<file path="config.mk">
export PLATFORM = sky130hd
export DESIGN_NAME = dct_transpose_pp
export DESIGN_NICKNAME = d
export VERILOG_FILES = /design/src/rtl/dct_transpose_pp.sv
export SDC_FILE = /design/constraint.sdc
export NUM_CORES = 2
export LEC_CHECK = 0
export BUFFER_PORTS_ARGS = -buffer_cell sky130_fd_sc_hd__buf_2
export CAP_MARGIN = 20
export CORE_ASPECT_RATIO = 0.75
export CORE_MARGIN = 1.5
export CORE_UTILIZATION = 65
export CTS_BUF_LIST = sky130_fd_sc_hd__clkbuf_8
export DETAILED_ROUTE_END_ITERATION = 7
export HOLD_SLACK_MARGIN = 0.15
export PLACE_DENSITY_LB_ADDON = 0.05
export SLEW_MARGIN = 0
export SYNTH_ARGS = -nofsm -noshare
export SYNTH_HDL_FRONTEND = slang
export SYNTH_SLANG_ARGS = --single-unit
</file>
<file path="constraint.sdc">
create_clock -name clk -period 16.1 [get_ports clk]
set_input_delay 3.22 -clock clk [delete_from_list [all_inputs] [get_ports clk]]
set_output_delay 3.22 -clock clk [all_outputs]
set_load 0.03 [all_outputs]
</file>
<file path="src/rtl/dct_transpose_pp.sv">
// Ping-pong 8x8 transpose buffer: rows are written into one bank while the
// other bank is read out column by column.
module dct_transpose_pp #(
    parameter int DATA_W = 32
) (
    input  logic                     clk,
    input  logic                     rst_n,
    input  logic                     in_valid,
    output logic                     in_ready,
    input  logic signed [DATA_W-1:0] in0,
    input  logic signed [DATA_W-1:0] in1,
    input  logic signed [DATA_W-1:0] in2,
    input  logic signed [DATA_W-1:0] in3,
    input  logic signed [DATA_W-1:0] in4,
    input  logic signed [DATA_W-1:0] in5,
    input  logic signed [DATA_W-1:0] in6,
    input  logic signed [DATA_W-1:0] in7,
    output logic                     out_valid,
    input  logic                     out_ready,
    output logic signed [DATA_W-1:0] out0,
    output logic signed [DATA_W-1:0] out1,
    output logic signed [DATA_W-1:0] out2,
    output logic signed [DATA_W-1:0] out3,
    output logic signed [DATA_W-1:0] out4,
    output logic signed [DATA_W-1:0] out5,
    output logic signed [DATA_W-1:0] out6,
    output logic signed [DATA_W-1:0] out7,
    output logic [2:0]               out_col,
    output logic                     out_last
);

    logic signed [DATA_W-1:0] mem [2][8][8];
    logic signed [DATA_W-1:0] in_lane  [8];
    logic signed [DATA_W-1:0] out_lane [8];

    logic [1:0] full;
    logic       wbank;
    logic       rbank;
    logic [2:0] wrow;
    logic [2:0] rcol;
    logic       in_acc;
    logic       out_acc;

    assign in_lane[0] = in0;
    assign in_lane[1] = in1;
    assign in_lane[2] = in2;
    assign in_lane[3] = in3;
    assign in_lane[4] = in4;
    assign in_lane[5] = in5;
    assign in_lane[6] = in6;
    assign in_lane[7] = in7;

    assign in_ready  = !full[wbank];
    assign out_valid = full[rbank];
    assign in_acc    = in_valid && in_ready;
    assign out_acc   = out_valid && out_ready;
    assign out_col   = rcol;
    assign out_last  = out_valid && (rcol == 3'd7);

    // Sample storage carries no reset; the full flags decide what is meaningful.
    always_ff @(posedge clk) begin
        if (in_acc) begin
            for (int c = 0; c < 8; c++) begin
                mem[wbank][wrow][c] <= in_lane[c];
            end
        end
    end

    always_ff @(posedge clk or negedge rst_n) begin
        if (!rst_n) begin
            wbank <= 1'b0;
            wrow  <= 3'd0;
        end else if (in_acc) begin
            wrow <= wrow + 3'd1;
            if (wrow == 3'd7) begin
                wbank <= !wbank;
            end
        end
    end

    always_ff @(posedge clk or negedge rst_n) begin
        if (!rst_n) begin
            rbank <= 1'b0;
            rcol  <= 3'd0;
        end else if (out_acc) begin
            rcol <= rcol + 3'd1;
            if (rcol == 3'd7) begin
                rbank <= !rbank;
            end
        end
    end

    // A write only completes on an empty bank and a read only on a full one,
    // so the two updates below can never target the same flag in one cycle.
    always_ff @(posedge clk or negedge rst_n) begin
        if (!rst_n) begin
            full <= 2'b00;
        end else begin
            if (in_acc && (wrow == 3'd7)) begin
                full[wbank] <= 1'b1;
            end
            if (out_acc && (rcol == 3'd7)) begin
                full[rbank] <= 1'b0;
            end
        end
    end

    always_comb begin
        for (int k = 0; k < 8; k++) begin
            out_lane[k] = '0;
            if (out_valid) begin
                out_lane[k] = mem[rbank][k][rcol];
            end
        end
    end

    assign out0 = out_lane[0];
    assign out1 = out_lane[1];
    assign out2 = out_lane[2];
    assign out3 = out_lane[3];
    assign out4 = out_lane[4];
    assign out5 = out_lane[5];
    assign out6 = out_lane[6];
    assign out7 = out_lane[7];

endmodule
</file>
* After elaboration in Yosys (flattened, before gate mapping)
Memories as Yosys holds them, arrays and structs flattened.
Index checks and enable logic that the tools add are counted.
W data, S select, Z words.
** Word-level totals
- Logic and storage cells :: 28774
- Input bits :: 260
- Bits in writable memories :: 4096
- Register bits after elaboration :: 10
- Memories kept :: 1
- Output and inout port bits :: 262
** Memory list
- mem :: words 2, width 2048, rd ports 1, clocked after memory_dff 0, wr ports 1, line 32 : logic signed [DATA_W-1:0] mem [2][8][8];
** Cells by class
- Mux-type cells :: 14403
- Reductions and logical operators :: 13
- Order comparisons :: 7
- Bitwise logic cells :: 14341
- $add $sub $neg :: 2
- Equality and inequality tests :: 2
** Operator list (number)
- $mux W2048 :: 8
- $mux W1 :: 14343
- $or A1 B1 Y1 :: 14336
- $demux W256 S3 :: 8
- $mux W32 :: 25
- $bmux W32 S3 :: 8
- $mux W256 :: 1
- $mux W224 :: 1
- $mux W192 :: 1
- $mux W160 :: 1
- $mux W128 :: 1
- $mux W96 :: 1
- $mux W64 :: 1
- $ge A4 B4 Y1 const B :: 2
- $logic_and A1 B1 Y1 :: 8
- $not A3 Y4 :: 2
- $add A3 B1 Y3 const B :: 2
- $eq A3 B3 Y1 const B :: 2
- $lt A1 B2 Y1 const B :: 2
- $lt A4 B1 Y1 const B :: 1
- $mux W2 :: 2
- $reduce_and A2 Y1 :: 2
- $logic_not A1 Y1 :: 3
- $and A2 B2 Y2 :: 1
- 4 further kinds :: 6

* Logic depth before layout (Yosys ltp)
- Depth after elaboration :: 13
- Mapped depth :: 8
- Gate-level depth less buffers :: 5

* Worst setup path before layout
Ideal clock, no wire load.
- Path type :: input to register
- Start :: input port in_valid
- End :: memory mem[0][1000] (netlist bit) (enable)
- Data required time :: 15.193 ns
- Slack :: -0.027 ns
- Setup time :: 0.907 ns
- Stages on the path :: 6
- Data arrival time :: 15.219 ns
- Buffers on the path :: 4
- Cells stage by stage :: buf_2 > and4b_1 > buf_4 > buf_6 > buf_6 > nor2b_1
** On the way
- Longest elaborated chain between the ends :: 10
- Elaborated cells between the ends (all ways) :: 17
- Classes of those cells :: 9 x mux; 7 x bitwise; 1 x reduce/logical
** Ends and longest elaborated chain
- start, declared :: line 8 : input logic in_valid,
- $logic_and A1 B1 Y1 (*)
- $mux W1 (*)
- $mux W2048
- $or A1 B1 Y1 (no source line) (6 in a row)
- $or A1 B1 Y1 (no source line) (*)
- end, declared :: line 32
Mark *: on every way between the ends. The rest lies on a longest branch, timed or not.

* Worst setup path after layout
- Start :: register rbank
- End :: output port out3[9]
** On the way
- Longest elaborated chain between the ends :: 5
- Elaborated cells between the ends (all ways) :: 7
- Classes of those cells :: 6 x mux; 1 x memory
** Ends and longest elaborated chain
- start, declared :: line 38 : logic rbank;
- start signal, assigned :: line 88 : rbank <= !rbank;
- $mem_v2 Z2 W2048
- $bmux W32 S3
- $mux W32 (2 in a row)
- $mux W32 (*)
- end, declared :: line 23 : output logic signed [DATA_W-1:0] out3,
Mark *: on every way between the ends. The rest lies on a longest branch, timed or not. The select of a mux whose other input is x is not followed.

==> qor.txt <==
outcome = finished clean
vias in the first global route = 103000
Highest Clock Rate = 0.103 GHz
IO buf count = 521
critical path's top delay family = buffers and inverters
crit path kind = register to output port
drt wl/cell = 36.6 um
Seq/Total Area, Yosys = 69.6%
Post-Syn Area = 0.177 mm2
via count = 102000
signal arrival time at the worst endpoint = 6.50 ns
CP Max Fanout = 47
# nets final = 10000
Final ANT Viol Nets = 0
first-pass GRT wire length = 724000 um
Worst-Margin Slew = 1.25 ns
total track usage = 36.8%
Area Growth Syn to Fin = 8.71%
Post-Syn Area per Cell = 19.0 um2
core area = 0.270 mm2
die footprint = 0.276 mm2
CTS clk-pin slew, worst paths = 0.06 ns
Critical-path top delay cell = dfrtp_4
GPL Wtd Cong = 0.792
FP Rows = 165
CP Data Required Time = 12.88 ns
TritonCTS buffer count = 617
crit end category = output port
startpoint types = register
RSZ-0062 raised after global routing = no
DRT iter0 DRCs = 13500
post-synthesis register bit count = 4106
Fin Setup TNS = 0 ns
clk sinks = 4106
cell mode on critical path = buf_4
yosys warns = 0
fin crit period = 9.72 ns
Die Y = 455 um
Syn Nets = 9608
Cell Count, Final, Fillers Out = 13800
vias per std cell = 7.39
initial antenna violation count = 90
worst-skew pair later-pin latency = 1.05 ns
Die W = 606 um
overflow left after global routing = 0
crit-path max cell delay = 0.90 ns
CP Cell Sequence = buf_4 -> buf_4 -> buf_4 -> mux4_2 -> nand4_1 -> nand4_1 -> buf_2
clock root cell = clkbuf_8
worst rel slew slack = 16.9%
Fin Clk Skew = 0.0317 ns
largest net degree at the start of global routing = 169
DPL Wire Length = 292000 um
layout cells sized above 1 = 28.4%
CTS tree = done
fill cell count = 16800
Pleak = 65.1 nW
Power per Cell Area = 174 mW/mm2
maxcap violations = 0
clk buf depth = 4
Tcrit/Tclk final = 60.4%
final WL = 507000 um
Final Setup Violations = 0
# hold bufs at CTS = 0
DP Cell Count = 12700
post-CTS setup buffer count = 0
Yosys cell types = 30
R2R Setup Slk = 10.35 ns
# DRC = 0
Crit path buffers/inverters = 4
Top Ports = 522
maximum VDD drop = 222 uV
Hold Fails Final Rpt = 0
Pre-antenna DRT Iters = 6
overall power = 33.6 mW
H-tree depth = 6
Cells after Synth = 9344
path type of the worst min-delay path = register to register
Starting Density = 65.6%
Max Slew Vio Count = 0
post-CTS resize count = 0
==> worst paths after layout <==
path,from,end,cells after the start
worst max-delay path,rbank,out3[9],7
worst min-delay path,full[0],rbank,2
worst max register to register,wrow[1],mem[1][1200],6
worst min register to register,full[0],rbank,2
max in group asynchronous,rst_n,wrow[0],1
min in group asynchronous,rst_n,out_col[0],1
==> placed cells by master (no fill, tap or decap), types with 3 or more instances in the layout <==
cell / count
edfxtp_1: 4096
nand4_1: 1277
mux4_2: 1024
a21o_1: 896
clkbuf_8: 642
buf_2: 520
mux2_1: 484
mux2_2: 416
inv_1: 240
buf_4: 163
clkinv_1: 138
a41oi_1: 128
diode_2: 88
clkinv_2: 30
buf_12: 20
clkinvlp_4: 18
nor2b_4: 10
and2_4: 9
inv_6: 7
dfrtp_1: 5
dfrtp_4: 5
nand2_1: 4
and4b_4: 4
and4_4: 4
ha_1: 4
bufinv_16: 4
inv_8: 3
xnor2_1: 3
==> power breakdown <==
part / internal, mW / switching [mW] / total [mW]
logic: 3.95 / 8.77 / 12.7
clock network: 3.73 / 3.95 / 7.69
registers: 12.9 / 0.249 / 13.2
total: 20.6 / 13.0 / 33.6
==> cell families (layout without fill, tap and decap cells) <==
logic type	count (synthesis)	after routing	share of synthesized area, %
AO/OA/AOI/OAI	1031	1031	4.45
XOR/XNOR	3	3	0.0148
adder cells (fa/ha/maj)	4	4	0.0283
buffers and inverters	961	1788	2.53
flip-flops	4106	4106	69.6
multiplexers	1927	1927	18.8
other	0	88	0
AND/OR/NAND/NOR	1312	1312	4.64
==> metal layers <==
metal	track usage, %	share of wire (%)	vias up
li1	-	-	40700
met1	48.9	35	53500
met2	57.3	48	6982
met3	6.84	11	1127
met4	23.5	6.7	12
met5	0	0.014	-
==> synthesized netlist by cell type <==
library cell / instances / share of area, %
ha_1: 4 / 0.028
buf_2: 220 / 0.62
inv_2: 2 / 0.0042
and3_1: 1 / 0.0035
a41oi_1: 128 / 0.63
nor2b_1: 10 / 0.035
nor2_1: 1 / 0.0021
mux2i_1: 2 / 0.011
mux2_1: 484 / 3.1
nand4_1: 1277 / 4.5
a21oi_1: 2 / 0.0057
and4_1: 4 / 0.020
dfrtp_1: 10 / 0.14
buf_6: 16 / 0.10
nand2_1: 4 / 0.0085
o21ai_0: 2 / 0.0057
xnor2_1: 3 / 0.015
edfxtp_1: 4096 / 69
clkbuf_1: 498 / 1.1
a31oi_1: 2 / 0.0071
o211ai_1: 1 / 0.0042
and4b_1: 4 / 0.023
buf_4: 130 / 0.55
mux4_2: 1024 / 13
and2_1: 10 / 0.035
inv_1: 32 / 0.068
a21o_1: 896 / 3.8
buf_1: 63 / 0.13
nand3_1: 1 / 0.0028
mux2_2: 417 / 2.7
==> registers in the layout (all words and copies together), names as in the netlist <==
signal	cells
rbank	1
mem	4096
full	2
wbank	1
out_col	3
wrow	3
==> stage by stage <==
step | hold slack (ns) | worst slack [ns] | util (%) | cell area, um2
floorplan | 0.509 | 0.0500 | - | 177000
global placement | 0.620 | 7.42 | 67.2 | 182000
detailed placement | 0.641 | 7.40 | 67.2 | 182000
CTS | 0.657 | 6.24 | 71.2 | 192000
global route | 0.702 | 6.06 | 71.2 | 193000
finish | 0.664 | 6.38 | 71.3 | 193000
==> cell type report <==
class	count	area (um2)	share of cell area, %
Clock buffer	642	8840	4.59
Clock inverter	407	1790	0.927
Antenna cell	88	220	0.114
Inverter	34	143	0.0741
Tap cell	3590	4490	2.33
Multi-Input combinational cell	4277	49600	25.7
Timing Repair Buffer	705	4270	2.21
Sequential cell	4106	123000	64.0
==> worst reg2reg max path: stages (launching register included) <==
cell	delay, ns
dfrtp_1	0.51
nor2b_4	0.60
buf_4	0.78
and4_4	0.98
and2_4	0.57
buf_4	0.84
buf_4	1.00
Power figures use the tool's default switching activity.
